## src/rtl/clock_display_pkg.sv

```systemverilog
// rtl/clock_display_pkg.sv - shared constants, encodings and BCD split helpers for clock_display
package clock_display_pkg;

  // Digit index: which of the six display positions is being driven
  localparam logic [2:0] DIG_SEC_ONES  = 3'd0;
  localparam logic [2:0] DIG_SEC_TENS  = 3'd1;
  localparam logic [2:0] DIG_MIN_ONES  = 3'd2;
  localparam logic [2:0] DIG_MIN_TENS  = 3'd3;
  localparam logic [2:0] DIG_HOUR_ONES = 3'd4;
  localparam logic [2:0] DIG_HOUR_TENS = 3'd5;
  localparam logic [2:0] DIG_LAST      = DIG_HOUR_TENS;

  // Field selected for blinking while the time is being adjusted
  typedef enum logic [1:0] {
    BLINK_NONE = 2'd0,
    BLINK_SEC  = 2'd1,
    BLINK_MIN  = 2'd2,
    BLINK_HOUR = 2'd3
  } blink_sel_e;

  // Active-low segment patterns, bit order {g,f,e,d,c,b,a}
  localparam logic [6:0] SEG_0     = 7'b1000000;
  localparam logic [6:0] SEG_1     = 7'b1111001;
  localparam logic [6:0] SEG_2     = 7'b0100100;
  localparam logic [6:0] SEG_3     = 7'b0110000;
  localparam logic [6:0] SEG_4     = 7'b0011001;
  localparam logic [6:0] SEG_5     = 7'b0010010;
  localparam logic [6:0] SEG_6     = 7'b0000010;
  localparam logic [6:0] SEG_7     = 7'b1111000;
  localparam logic [6:0] SEG_8     = 7'b0000000;
  localparam logic [6:0] SEG_9     = 7'b0010000;
  localparam logic [6:0] SEG_DASH  = 7'b0111111;
  localparam logic [6:0] SEG_BLANK = 7'b1111111;

  // Largest legal value of each field; anything above shows a dash
  localparam logic [5:0] SEC_MIN_MAX = 6'd59;
  localparam logic [5:0] HOUR_MAX    = 6'd23;

  // Tens digit of a 6-bit value by a compare ladder (values never exceed 63)
  function automatic logic [3:0] tens_of(input logic [5:0] v);
    if (v >= 6'd60)      return 4'd6;
    else if (v >= 6'd50) return 4'd5;
    else if (v >= 6'd40) return 4'd4;
    else if (v >= 6'd30) return 4'd3;
    else if (v >= 6'd20) return 4'd2;
    else if (v >= 6'd10) return 4'd1;
    else                 return 4'd0;
  endfunction

  // Ones digit: the remainder always fits in 4 bits, so modulo-16 arithmetic is exact
  function automatic logic [3:0] ones_of(input logic [5:0] v, input logic [3:0] tens);
    return v[3:0] - (tens * 4'd10);
  endfunction

endpackage

```

## src/rtl/clock_display_seg7_decode.sv

```systemverilog
// rtl/clock_display_seg7_decode.sv - BCD digit plus dash flag to active-low 7-segment pattern
module seg7_decode
  import clock_display_pkg::*;
(
  input  logic [3:0] digit,
  input  logic       dash,
  output logic [6:0] seg
);

  // Glyph lookup; the dash flag overrides the digit, non-BCD codes stay dark
  always_comb begin
    seg = SEG_BLANK;
    if (dash) begin
      seg = SEG_DASH;
    end else begin
      case (digit)
        4'd0:    seg = SEG_0;
        4'd1:    seg = SEG_1;
        4'd2:    seg = SEG_2;
        4'd3:    seg = SEG_3;
        4'd4:    seg = SEG_4;
        4'd5:    seg = SEG_5;
        4'd6:    seg = SEG_6;
        4'd7:    seg = SEG_7;
        4'd8:    seg = SEG_8;
        4'd9:    seg = SEG_9;
        default: seg = SEG_BLANK;
      endcase
    end
  end

endmodule

```

## src/rtl/clock_display.sv

```systemverilog
// rtl/clock_display.sv - six-digit multiplexed hh.mm.ss display driver with field blinking
module clock_display
  import clock_display_pkg::*;
#(
  parameter int SCAN_DIV  = 1000,
  parameter int BLINK_DIV = 250
) (
  input  logic       clk,
  input  logic       rst_n,
  input  logic [5:0] sec,
  input  logic [5:0] min,
  input  logic [5:0] hour,
  input  logic [1:0] blink_sel,
  output logic [6:0] seg,
  output logic [5:0] an,
  output logic       dp
);

  localparam int PW = $clog2(SCAN_DIV);
  localparam int FW = (BLINK_DIV > 1) ? $clog2(BLINK_DIV) : 1;
  localparam logic [PW-1:0] PRESC_MAX = PW'(SCAN_DIV - 1);
  localparam logic [FW-1:0] FRAME_MAX = FW'(BLINK_DIV - 1);

  logic [PW-1:0] presc_q, presc_d;
  logic [2:0]    digit_q, digit_d;
  logic [FW-1:0] frame_q, frame_d;
  logic          phase_q, phase_d;
  logic [5:0]    snap_sec_q, snap_sec_d;
  logic [5:0]    snap_min_q, snap_min_d;
  logic [5:0]    snap_hour_q, snap_hour_d;
  logic [6:0]    seg_q, seg_d;
  logic [5:0]    an_q, an_d;
  logic          dp_q, dp_d;

  logic          presc_tc;
  logic          frame_end;
  logic [5:0]    field_v;
  logic [5:0]    field_max;
  logic          use_tens;
  blink_sel_e    field_sel;
  logic [3:0]    tens;
  logic [3:0]    ones;
  logic [3:0]    digit_nib;
  logic          invalid;
  logic          blank;
  logic [6:0]    glyph;

  // Scan prescaler, digit index, frame snapshot and blink phase next-state
  always_comb begin
    presc_tc    = (presc_q == PRESC_MAX);
    frame_end   = presc_tc && (digit_q == DIG_LAST);
    presc_d     = presc_tc ? '0 : presc_q + 1'b1;
    digit_d     = digit_q;
    snap_sec_d  = snap_sec_q;
    snap_min_d  = snap_min_q;
    snap_hour_d = snap_hour_q;
    frame_d     = frame_q;
    phase_d     = phase_q;
    if (presc_tc) begin
      digit_d = (digit_q == DIG_LAST) ? DIG_SEC_ONES : digit_q + 3'd1;
    end
    if (frame_end) begin
      snap_sec_d  = sec;
      snap_min_d  = min;
      snap_hour_d = hour;
      if (frame_q == FRAME_MAX) begin
        frame_d = '0;
        phase_d = ~phase_q;
      end else begin
        frame_d = frame_q + 1'b1;
      end
    end
  end

  // Pick the snapshot field, its limit and tens/ones position for the current digit
  always_comb begin
    field_v   = snap_sec_q;
    field_max = SEC_MIN_MAX;
    field_sel = BLINK_SEC;
    use_tens  = 1'b0;
    case (digit_q)
      DIG_SEC_ONES:  begin field_v = snap_sec_q;  field_max = SEC_MIN_MAX; field_sel = BLINK_SEC;  use_tens = 1'b0; end
      DIG_SEC_TENS:  begin field_v = snap_sec_q;  field_max = SEC_MIN_MAX; field_sel = BLINK_SEC;  use_tens = 1'b1; end
      DIG_MIN_ONES:  begin field_v = snap_min_q;  field_max = SEC_MIN_MAX; field_sel = BLINK_MIN;  use_tens = 1'b0; end
      DIG_MIN_TENS:  begin field_v = snap_min_q;  field_max = SEC_MIN_MAX; field_sel = BLINK_MIN;  use_tens = 1'b1; end
      DIG_HOUR_ONES: begin field_v = snap_hour_q; field_max = HOUR_MAX;    field_sel = BLINK_HOUR; use_tens = 1'b0; end
      DIG_HOUR_TENS: begin field_v = snap_hour_q; field_max = HOUR_MAX;    field_sel = BLINK_HOUR; use_tens = 1'b1; end
      default:       begin field_v = snap_sec_q;  field_max = SEC_MIN_MAX; field_sel = BLINK_NONE; use_tens = 1'b0; end
    endcase
    tens      = tens_of(field_v);
    ones      = ones_of(field_v, tens);
    digit_nib = use_tens ? tens : ones;
    invalid   = (field_v > field_max);
    blank     = phase_q && (field_sel != BLINK_NONE) && (blink_sel == field_sel);
  end

  seg7_decode u_seg7_decode (
    .digit (digit_nib),
    .dash  (invalid),
    .seg   (glyph)
  );

  // Output register inputs: one digit enable, its glyph and the hh.mm.ss separators
  always_comb begin
    an_d  = ~(6'b000001 << digit_q);
    seg_d = glyph;
    dp_d  = ~((digit_q == DIG_MIN_ONES) || (digit_q == DIG_HOUR_ONES));
    if (blank) begin
      an_d  = 6'b111111;
      seg_d = SEG_BLANK;
      dp_d  = 1'b1;
    end
  end

  // State and output registers; reset darkens the display immediately
  always_ff @(posedge clk or negedge rst_n) begin
    if (!rst_n) begin
      presc_q     <= '0;
      digit_q     <= DIG_SEC_ONES;
      frame_q     <= '0;
      phase_q     <= 1'b0;
      snap_sec_q  <= '0;
      snap_min_q  <= '0;
      snap_hour_q <= '0;
      seg_q       <= SEG_BLANK;
      an_q        <= 6'b111111;
      dp_q        <= 1'b1;
    end else begin
      presc_q     <= presc_d;
      digit_q     <= digit_d;
      frame_q     <= frame_d;
      phase_q     <= phase_d;
      snap_sec_q  <= snap_sec_d;
      snap_min_q  <= snap_min_d;
      snap_hour_q <= snap_hour_d;
      seg_q       <= seg_d;
      an_q        <= an_d;
      dp_q        <= dp_d;
    end
  end

  assign seg = seg_q;
  assign an  = an_q;
  assign dp  = dp_q;

endmodule

```

## config.mk

```make
export PLATFORM = sky130hd
export DESIGN_NAME = clock_display
export DESIGN_NICKNAME = d
export VERILOG_FILES = /design/src/rtl/clock_display_pkg.sv /design/src/rtl/clock_display_seg7_decode.sv /design/src/rtl/clock_display.sv
export SDC_FILE = /design/constraint.sdc
export NUM_CORES = 1
export LEC_CHECK = 0
export ABC_AREA = 0
export ABC_CLOCK_PERIOD_IN_PS = 4500
export BUFFER_PORTS_ARGS = -buffer_cell sky130_fd_sc_hd__buf_4
export CORE_MARGIN = 8
export CORE_UTILIZATION = 50
export CTS_BUF_LIST = sky130_fd_sc_hd__clkbuf_16
export DETAILED_ROUTE_END_ITERATION = 12
export PLACE_DENSITY_LB_ADDON = 0.12
export SYNTH_ARGS = -nofsm -noshare
export SYNTH_HDL_FRONTEND = slang
export SYNTH_HIERARCHICAL = 1
export SYNTH_SLANG_ARGS = --single-unit
```

## constraint.sdc

```tcl
create_clock -name clk -period 4.5 [get_ports clk]
set_input_delay 0.225 -clock clk [delete_from_list [all_inputs] [get_ports clk]]
set_output_delay 0.225 -clock clk [all_outputs]
set_load 0.005 [all_outputs]
```

==> results.md <==
- TritonCTS Buffers: 5
- Via Count: 2336
- Kind of critical path: reg2reg
- Die W: 94.1 um
- Root Buffer: clkbuf_16
- Mapped Cells: 326
- Worst Skew: 9.75 ps
- Primary FF master, synth: dfrtp_1
- Worst-Skew Late Latency: 290 ps
- Worst hold slack: 125 ps
- Crit-path cells: inv_1 -> ha_1 -> inv_1 -> nand2_2 -> a221oi_4 -> nor2_2 -> o311a_1 -> nand2_1 -> ha_1 -> inv_1 -> fa_1 -> nor2b_1 -> mux2_4 -> nand2b_4 -> nor3b_2 -> a21oi_1 -> or2_1
- Vias in the first global route: 2299
- Placed instance count: 429
- Startpoint class of the critical path: flop
- Syn avg cell area: 9.35 um^2
- Clock Path Buffers: 2
- Routability congestion estimate: 0.822
- # nets final: 397
- CTS tree: done
- Num rows: 28
- Routed length per instance: 13.9 um
- Data required, critical path: 4710 ps
- Peak Freq: 0.250 GHz
- PwrDens: 267 nW/um^2
- PostCTS Resize Cnt: 0
- Fin. max-slew vios: 0
- Fin cells: 438
- Worst-Margin Slew: 988 ps
- Area Overhead vs Synth: 16.9%
- DRC viols: 0
- Worst Hold Class: in2reg
- Global-route wire length before repair: 10700 um
- Peak supply drop: 164 uV
- Layout cells sized above 1: 0.223
- Port Buffers: 35
- Ports: 36
- Max_cap viols: 0
- Yosys warnings: 6
- Postcts setup bufs: 0
- Worst-path clk slew: 70 ps
- Sink Count: 54
- CP max stage delay: 500 ps
- RSZ-0062 raised after global routing: false
- Setup TNS: 0 ps
- Initial antenna violation count: 0
- Setup Viol. Count Final: 0
- Post-synthesis sequential area ratio: 0.449
- Async set-reset flop share out of synthesis: 1.00
- Most used cell, CP: inv_1
- Slew HR: 0.340
- Syn Nets: 361
- Mapped Area: 3050 um^2
- Largest net degree at the start of global routing: 55
- Status: completed
- Detailed Route Iter0 Violations: 101
- Grt total ovfl: 0
- Crit path DAT: 4210 ps
- Die height: 94.1 um
- CP Max Fanout: 11
- Drt total wl: 6070 um
- Antenna Nets Post-Route: 0
- Number of flops mapped to enable cells by yosys: 0
- Critical Path Sink Type: flop
- Final Cycle Share: 0.889
- Unique cell type count in the Yosys netlist: 58
- GR Util All Layers: 0.145
- Yosys reg bits: 54
- Placeable Area: 5920 um^2
- Starting Density: 0.515
- H-tree levels: 2
- Die area: 8850 um^2
- Slowest-stage cell, CP: dfrtp_1
- Period minus WS final: 4000 ps
- Hold Vio Cnt, Final: 0
- Pleak: 0.00154 uW
- HPWL after DPL: 4460 um
- DR pass1 iterations: 4
- Ant diodes: 0
- Vias per cell: 5.33
-- synthesized netlist by cell type, types with 2 or more instances --
master     n  share of area
o21ai_1    7          0.011
a221oi_2   2         0.0099
nand4_1    6          0.012
xor2_1     5          0.014
clkbuf_1   7         0.0086
and3_1     4         0.0082
a21boi_1   2         0.0049
o22ai_1    5          0.010
inv_1     10          0.012
or2_1      7          0.014
dfstp_2   14           0.12
a31oi_1    3         0.0062
xnor2_1    3         0.0086
buf_6      2         0.0074
nor2_1    20          0.025
nor3_1     6         0.0099
a21o_1     2         0.0049
and2_1     8          0.016
nand3b_1   3         0.0074
a221o_1    3         0.0099
o31ai_1    4         0.0099
nand2b_1   5          0.010
mux2_2     2         0.0074
nand3_1    7          0.011
ha_1      12          0.049
or3b_1     2         0.0058
a21oi_1   13          0.021
nor2b_1    6          0.012
or3_1      2         0.0041
a221oi_4   2          0.017
o21ai_0   13          0.021
nand2_1   74          0.091
dfrtp_1   40           0.33
-- cells in the final DEF (no fill, tap or decap), types with 2 or more instances in the layout --
cell       instances
nand2_1           74
dfrtp_1           40
buf_4             38
nor2_1            20
dfstp_2           14
o21ai_0           13
a21oi_1           13
ha_1              12
inv_1             10
and2_1             8
o21ai_1            7
or2_1              7
nand3_1            7
nor2b_1            6
nand4_1            6
nor3_1             6
nand2b_1           5
o22ai_1            5
xor2_1             5
clkbuf_16          5
and3_1             4
o31ai_1            4
a221o_1            3
nand3b_1           3
a31oi_1            3
xnor2_1            3
a221oi_2           2
or3b_1             2
a221oi_4           2
a21boi_1           2
mux2_2             2
or3_1              2
a21o_1             2
-- routing by layer --
layer,up-vias,GRT usage,part of all wire
met1,1086,0.201,0.51
met2,50,0.219,0.44
met4,0,0.0343,0.0043
li1,1198,-,-
met3,2,0.0392,0.043
met5,-,0,0
-- metrics by stage --
stage	util	instance area, um^2	power (uW)	setup slack (ps)
6_report	0.602	3560	953	500
5_1_grt	0.602	3560	982	241
4_1_cts	0.602	3560	964	520
3_5_place_dp	0.571	3380	519	525
3_3_place_gp	0.571	3380	519	678
2_1_floorplan	-	3050	496	558
-- worst max-delay path: cells and delay by family (launching register included) --
| kind | cells | cell delay [ps] |
|---|---|---|
| simple gates | 7 | 1030 |
| compound gates | 3 | 910 |
| fa+ha+maj | 3 | 830 |
| flops | 1 | 500 |
| mux | 1 | 340 |
| buf+inv | 3 | 310 |
-- cells by family (layout without fill, tap and decap cells) --
| logic type | Yosys count | in the layout | synth area share |
|---|---|---|---|
| AND/OR/NAND/NOR | 160 | 160 | 0.263 |
| AO/OA/AOI/OAI | 65 | 65 | 0.158 |
| flip-flops | 54 | 54 | 0.449 |
| buffers and inverters | 21 | 58 | 0.0312 |
| adder cells (fa/ha/maj) | 14 | 14 | 0.0595 |
| XOR/XNOR | 8 | 8 | 0.0230 |
| multiplexers | 4 | 4 | 0.0156 |
-- final timing paths --
| path | cells after the start | end | slack (ps) | from |
|---|---|---|---|---|
| worst max-delay path | 17 | seg[3] | 500 | digit_q[2] |
| worst min-delay path | 3 | snap_hour_q[0] | 120 | hour[0] |
| worst max register to register | 17 | seg[3] | 500 | digit_q[2] |
| worst min register to register | 2 | snap_hour_q[1] | 470 | snap_hour_q[1] |
| max in group asynchronous | 2 | snap_sec_q[4] | 3570 | rst_n |
| min in group asynchronous | 2 | presc_q[3] | 500 | rst_n |
-- report_power, final --
| group | switching, uW | total, uW | internal [uW] |
|---|---|---|---|
| Clock | 176 | 443 | 266 |
| Sequential | 0 | 486 | 486 |
| Combinational | 11.8 | 24.5 | 12.7 |
| Total | 188 | 953 | 765 |
-- repair_timing --
| action | CTS | global route |
|---|---|---|
| endpoints found under the hold margin | 37 | 0 |
| hold buffers | 1 | 0 |
| endpoints found under the setup margin | 0 | 0 |
-- final cells by class --
| cell class | instances | area [um^2] |
|---|---|---|
| fill | 524 | 2360 |
| clock inverter | 3 | 48.8 |
| inverter | 11 | 41.3 |
| tap | 75 | 93.8 |
| clock buffer | 5 | 125 |
| multi-input combinational | 251 | 1590 |
| timing repair buffer | 39 | 295 |
| sequential | 54 | 1370 |
-- flip-flops by register name, summed over array words and instances, names as in the netlist --
signal	count
phase_q	1
an	6
snap_hour_q	6
snap_min_q	6
digit_q	3
dp	1
frame_q	8
snap_sec_q	6
seg	7
presc_q	10
Power figures use the tool's default switching activity.
